==> config.mk <==
export PLATFORM = sky130hd
export DESIGN_NAME = mio_bus_responder
export DESIGN_NICKNAME = d
export VERILOG_FILES = /design/src/rtl/mio_bus_responder_pkg.sv /design/src/rtl/mio_timer.sv /design/src/rtl/mio_bus_responder.sv
export SDC_FILE = /design/constraint.sdc
export NUM_CORES = 1
export LEC_CHECK = 0
export BUFFER_PORTS_ARGS = -buffer_cell sky130_fd_sc_hd__buf_2
export CAP_MARGIN = 20
export CORE_MARGIN = 2
export CORE_UTILIZATION = 44
export CTS_BUF_LIST = sky130_fd_sc_hd__clkbuf_8
export DETAILED_ROUTE_END_ITERATION = 8
export PLACE_DENSITY = 0.67
export SLEW_MARGIN = 20
export SYNTH_ARGS = -nofsm -noshare
export SYNTH_HDL_FRONTEND = slang
export SYNTH_HIERARCHICAL = 1
export SYNTH_SLANG_ARGS = --single-unit
==> constraint.sdc <==
create_clock -name clk -period 3.7 [get_ports clk]
set_input_delay 0.37 -clock clk [delete_from_list [all_inputs] [get_ports clk]]
set_output_delay 0.37 -clock clk [all_outputs]
set_load 0.05 [all_outputs]
==> src/rtl/mio_bus_responder_pkg.sv <==
// Shared constants and types for the CPU memory/IO bus responder:
// address map, timer control bits, FSM encoding and target decode.
package mio_bus_responder_pkg;

  localparam logic [31:0] ADDR_LED  = 32'hE000_0000;
  localparam logic [31:0] ADDR_SW   = 32'hF000_0000;
  localparam logic [31:0] ADDR_TCNT = 32'hF000_0004;
  localparam logic [31:0] ADDR_TCMP = 32'hF000_0008;
  localparam logic [31:0] ADDR_TCTL = 32'hF000_000C;

  localparam int TCTL_EN   = 0;
  localparam int TCTL_IRQ  = 1;
  localparam int TCTL_FLAG = 2;

  // Timer register index is the word offset (addr[3:2]) inside the timer block.
  localparam logic [1:0] TREG_TCNT = 2'd1;
  localparam logic [1:0] TREG_TCMP = 2'd2;
  localparam logic [1:0] TREG_TCTL = 2'd3;

  typedef enum logic [1:0] {
    ST_IDLE = 2'd0,
    ST_WAIT = 2'd1,
    ST_DONE = 2'd2
  } state_e;

  typedef enum logic [2:0] {
    TGT_RAM  = 3'd0,
    TGT_LED  = 3'd1,
    TGT_SW   = 3'd2,
    TGT_TMR  = 3'd3,
    TGT_NONE = 3'd4
  } tgt_e;

  // Full 32-bit decode; the byte-offset bits are masked off first.
  function automatic tgt_e decode_target(input logic [31:0] addr, input int ram_aw);
    logic [31:0] word;
    tgt_e        tgt;
    word = addr & 32'hFFFF_FFFC;
    if ((word >> (ram_aw + 2)) == 32'd0)
      tgt = TGT_RAM;
    else if (word == ADDR_LED)
      tgt = TGT_LED;
    else if (word == ADDR_SW)
      tgt = TGT_SW;
    else if (word == ADDR_TCNT || word == ADDR_TCMP || word == ADDR_TCTL)
      tgt = TGT_TMR;
    else
      tgt = TGT_NONE;
    return tgt;
  endfunction

endpackage

==> src/rtl/mio_timer.sv <==
// Compare timer: free-running TCNT, TCMP match sets a sticky flag,
// and cpu_int is the flag gated by irq_en.
module mio_timer
  import mio_bus_responder_pkg::*;
(
  input  logic        clk,
  input  logic        reset,
  input  logic        wr_en,
  input  logic [1:0]  wr_reg,
  input  logic [31:0] wr_data,
  input  logic [1:0]  rd_reg,
  output logic [31:0] rd_data,
  output logic        cpu_int
);

  logic [31:0] tcnt;
  logic [31:0] tcmp;
  logic        count_en;
  logic        irq_en;
  logic        flag;
  logic        match;
  logic        wr_tcnt;
  logic        wr_tcmp;
  logic        wr_tctl;

  assign match   = count_en && (tcnt == tcmp);
  assign wr_tcnt = wr_en && (wr_reg == TREG_TCNT);
  assign wr_tcmp = wr_en && (wr_reg == TREG_TCMP);
  assign wr_tctl = wr_en && (wr_reg == TREG_TCTL);

  always_ff @(posedge clk or posedge reset) begin
    if (reset) begin
      tcnt     <= 32'd0;
      tcmp     <= 32'hFFFF_FFFF;
      count_en <= 1'b0;
      irq_en   <= 1'b0;
      flag     <= 1'b0;
    end else begin
      // A CPU write to TCNT overrides the increment in the same cycle.
      if (wr_tcnt)
        tcnt <= wr_data;
      else if (count_en)
        tcnt <= tcnt + 32'd1;
      if (wr_tcmp)
        tcmp <= wr_data;
      if (wr_tctl) begin
        count_en <= wr_data[TCTL_EN];
        irq_en   <= wr_data[TCTL_IRQ];
      end
      // A match landing with a write-1-to-clear keeps the flag set.
      if (match)
        flag <= 1'b1;
      else if (wr_tctl && wr_data[TCTL_FLAG])
        flag <= 1'b0;
    end
  end

  always_comb begin
    rd_data = 32'd0;
    case (rd_reg)
      TREG_TCNT: rd_data = tcnt;
      TREG_TCMP: rd_data = tcmp;
      TREG_TCTL: rd_data = {29'd0, flag, irq_en, count_en};
      default:   rd_data = 32'd0;
    endcase
  end

  assign cpu_int = flag && irq_en;

endmodule

==> src/rtl/mio_bus_responder.sv <==
// Target end of the CPU memory/IO bus: decodes each access to RAM, LED,
// switches or the compare timer and answers with a one-cycle ready pulse.
module mio_bus_responder
  import mio_bus_responder_pkg::*;
#(
  parameter int RAM_AW  = 10,
  parameter int RAM_LAT = 2,
  parameter int LED_W   = 16,
  parameter int SW_W    = 16
) (
  input  logic              clk,
  input  logic              reset,
  input  logic              cpu_req,
  input  logic              cpu_we,
  input  logic [31:0]       cpu_addr,
  input  logic [31:0]       cpu_wdata,
  output logic [31:0]       cpu_rdata,
  output logic              cpu_ready,
  output logic              cpu_int,
  output logic [RAM_AW-1:0] ram_addr,
  output logic              ram_we,
  output logic [31:0]       ram_wdata,
  input  logic [31:0]       ram_rdata,
  output logic [LED_W-1:0]  led,
  input  logic [SW_W-1:0]   sw
);

  // Handshake: the CPU holds cpu_req (with we/addr/wdata stable) until it
  // sees cpu_ready; a request is accepted on the edge where the FSM is IDLE
  // and cpu_req is high, and cpu_ready is a single-cycle pulse in DONE.

  state_e             state_q, state_d;
  logic [2:0]         cnt_q, cnt_d;
  logic [RAM_AW-1:0]  word_q, word_d;
  logic [1:0]         reg_q, reg_d;
  logic               we_q, we_d;
  logic [31:0]        wdata_q, wdata_d;
  tgt_e               tgt_q, tgt_d;
  logic [31:0]        rdata_q, rdata_d;
  logic [LED_W-1:0]   led_q;

  tgt_e               tgt_in;
  logic [31:0]        tmr_rd_data;
  logic [31:0]        periph_rd;
  logic               commit;

  assign tgt_in = decode_target(cpu_addr, RAM_AW);
  assign commit = (state_q == ST_DONE) && we_q;

  mio_timer u_timer (
    .clk     (clk),
    .reset   (reset),
    .wr_en   (commit && (tgt_q == TGT_TMR)),
    .wr_reg  (reg_q),
    .wr_data (wdata_q),
    .rd_reg  (cpu_addr[3:2]),
    .rd_data (tmr_rd_data),
    .cpu_int (cpu_int)
  );

  always_comb begin
    periph_rd = 32'd0;
    case (tgt_in)
      TGT_LED: periph_rd = 32'(led_q);
      TGT_SW:  periph_rd = 32'(sw);
      TGT_TMR: periph_rd = tmr_rd_data;
      default: periph_rd = 32'd0;
    endcase
  end

  always_comb begin
    state_d   = state_q;
    cnt_d     = cnt_q;
    word_d    = word_q;
    reg_d     = reg_q;
    we_d      = we_q;
    wdata_d   = wdata_q;
    tgt_d     = tgt_q;
    rdata_d   = rdata_q;
    ram_addr  = word_q;
    ram_we    = 1'b0;
    ram_wdata = cpu_wdata;
    case (state_q)
      ST_IDLE: begin
        ram_addr = cpu_addr[RAM_AW+1:2];
        if (cpu_req) begin
          word_d  = cpu_addr[RAM_AW+1:2];
          reg_d   = cpu_addr[3:2];
          we_d    = cpu_we;
          wdata_d = cpu_wdata;
          tgt_d   = tgt_in;
          rdata_d = 32'd0;
          if (tgt_in == TGT_RAM && !cpu_we) begin
            cnt_d   = 3'(RAM_LAT - 1);
            state_d = ST_WAIT;
          end else begin
            state_d = ST_DONE;
            if (tgt_in == TGT_RAM)
              ram_we = 1'b1;
            else if (!cpu_we)
              rdata_d = periph_rd;
          end
        end
      end
      ST_WAIT: begin
        if (cnt_q == 3'd0) begin
          rdata_d = ram_rdata;
          state_d = ST_DONE;
        end else begin
          cnt_d = cnt_q - 3'd1;
        end
      end
      ST_DONE: state_d = ST_IDLE;
      default: state_d = ST_IDLE;
    endcase
  end

  always_ff @(posedge clk or posedge reset) begin
    if (reset) begin
      state_q <= ST_IDLE;
      cnt_q   <= 3'd0;
      word_q  <= '0;
      reg_q   <= 2'd0;
      we_q    <= 1'b0;
      wdata_q <= 32'd0;
      tgt_q   <= TGT_NONE;
      rdata_q <= 32'd0;
      led_q   <= '0;
    end else begin
      state_q <= state_d;
      cnt_q   <= cnt_d;
      word_q  <= word_d;
      reg_q   <= reg_d;
      we_q    <= we_d;
      wdata_q <= wdata_d;
      tgt_q   <= tgt_d;
      rdata_q <= rdata_d;
      if (commit && tgt_q == TGT_LED)
        led_q <= wdata_q[LED_W-1:0];
    end
  end

  assign cpu_ready = (state_q == ST_DONE);
  assign cpu_rdata = cpu_ready ? rdata_q : 32'd0;
  assign led       = led_q;

endmodule

==> metrics.txt <==
Ys Warns 6; Syn Std Cell Area 9490 um^2; DRT iter0 DRCs 303; CTS Hold Bufs 0; unrepaired setup endpoints after global routing no; die area 22,800 um^2; vias per inst 5.53; fin util 51.5%; setup ws final 0.573 ns; RePlAce Congestion 0.853; EDFF count, synth 0; Inserted Diodes 0; reg2reg end u_timer/tcnt[12]$_DFFE_PP0P_; nets 1,124; commonest non-fill, non-tap cell in the layout buf_2; largest fanout on the critical path 20; Slew @ Worst Pin 0.996 ns; Worst-path clk slew 0.09 ns; Fin Setup TNS 0 ns; final period utilization 84.5%; Pleak 0.00490 uW; Synth cell types 61; Yosys top cell by area dfrtp_1; Top FF cell, synth dfrtp_1; cts bufs inserted 17; Die Height 151 um; sequential fraction of the synthesis area 44.2%; clk_skew 0.0135 ns; Routed WL 24,400 um; area growth from synthesis to layout 14.4%; Pwr Density 357 nW/um^2; Vias 7,153; worst setup path class reg2out; Max Transition Viols Final 0; Tmin final 3.13 ns; Power, Total 3870 uW; layout cells sized above 1 41.3%; drt pass-1 iters 5; clk buf depth 2; GRT Residual Overflow 0; largest net degree at the start of global routing 75; postcts setup bufs 0; DPL Wire Length 18,000 um; worst setup path start state_q[1]$_DFFE_PP0P_; status finished, final reports clean; Yosys reg bits 166; CTS Sinks 166; initial cell density of the core 45.0%; worst slack, placed 0.645 ns; CTS Root Cell clkbuf_8; clk_lat worst skew 0.47 ns; post-cts resize count 0; most frequent cells in the layout buf_2 (206), dfrtp_1 (133), mux2_2 (79); GRT Total Usage 21.8%; f_max 0.320 GHz; Hold Path Class in2async; Cells after Synth 863; post-synthesis net count 982; Die X 151 um; Post-synth ARST share 100%; Crit path arrival time 2.76 ns; initial antenna violation count 0; Reg2Reg Setup Slack 0.62 ns; Avg Inst Size Synth 11.0 um^2; R2R depth 9; Final Hold Vio Count 0; RR Startpoint state_q[1]$_DFFE_PP0P_; Max-Cap Viols 0; CTS tree done; DRC 0; wire per inst 18.9 um; vias in the first global route 6,933; Rows 53; Detail Route Antenna Nets 0; CP Data Required Time 3.33 ns; H-Tree Depth 4; final setup violating endpoints 0; ranking of synthesized cells by area dfrtp_1 (35%), mux2_2 (9.4%), dfstp_2 (9.1%), mux2_1 (5.0%), xnor2_1 (3.6%); num ports 209; Peak VDD IR 0.184 mV; core area 21,100 um^2; Critical Path End Type output pin; worst rel slew slack 33.4%; Critical Path Source Type register; PortBufs 206; Synth top area share 35.1%; global-route wire length before repair 37,700 um
-- synth_stat cells, types with 17 or more instances --
library cell    n
a21oi_1        30
a22o_1         32
and2_1         36
buf_2          17
buf_4          34
clkbuf_1       41
dfrtp_1       133
dfstp_2        33
inv_1          29
mux2_1         42
mux2_2         79
nand2_1        45
nand4_1        18
nor4b_1        34
o21ai_0        28
o21ai_1        23
xnor2_1        39
xor2_1         24
-- routing by layer --
metal / vias up / GRT usage (%) / wire [um]
met5: - / 0 / 0
met4: 0 / 7.52 / 567
met3: 33 / 4.22 / 1590
met2: 241 / 34.0 / 10900
met1: 3496 / 30.5 / 11400
li1: 3383 / - / -
-- registers in the layout, indices dropped and copies added (netlist names) --
name	count
u_timer/irq_en	1
u_timer/count_en	1
u_timer/flag	1
u_timer/tcmp	32
rdata_q	32
we_q	1
u_timer/tcnt	32
led	16
state_q	2
word_q	10
tgt_q	3
wdata_q	32
cnt_q	3
-- layout make-up --
cell class,count,area (um^2)
fillers,1881,10200
multi-input cells,569,4650
flip-flops and latches,166,4200
repair buffers,221,1140
well taps,275,344
clock buffers,18,248
clock inverters,14,164
inverters,30,115
-- worst max-delay path by stage --
stage	to
2_1_floorplan	cnt_q[0]$_DFFE_PP0P_
3_3_place_gp	u_timer/tcnt[17]$_DFFE_PP0P_
3_5_place_dp	u_timer/tcnt[13]$_DFFE_PP0P_
4_1_cts	ram_we
5_1_grt	u_timer/tcnt[12]$_DFFE_PP0P_
6_report	ram_we
-- per-stage QoR --
step	hold slack [ns]	cells	cell area (um^2)
floorplan	0.452	863	9490
global placement	0.465	1261	10400
detailed placement	0.467	1261	10400
CTS	0.0766	1293	10900
global route	0.101	1293	10900
finish	0.0751	1293	10900
-- report_power, final --
part	switching, uW	internal, uW
Sequential	74.6	1890
Clock	725	636
Combinational	367	178
-- cell families after synthesis --
kind of cell / Yosys count / share of synthesized area (%)
xor+xnor: 63 / 5.82
flops: 166 / 44.2
mux: 123 / 14.6
buf+inv: 128 / 6.96
compound gates: 162 / 12.8
fa+ha+maj: 3 / 0.396
simple gates: 218 / 15.3
-- worst max-delay path, cell delays in order (launching register included) --
cell	delay [ns]
dfrtp_1	0.57
or3b_2	0.81
nor2b_1	0.41
and3_1	0.22
buf_2	0.26
Power figures use the tool's default switching activity.
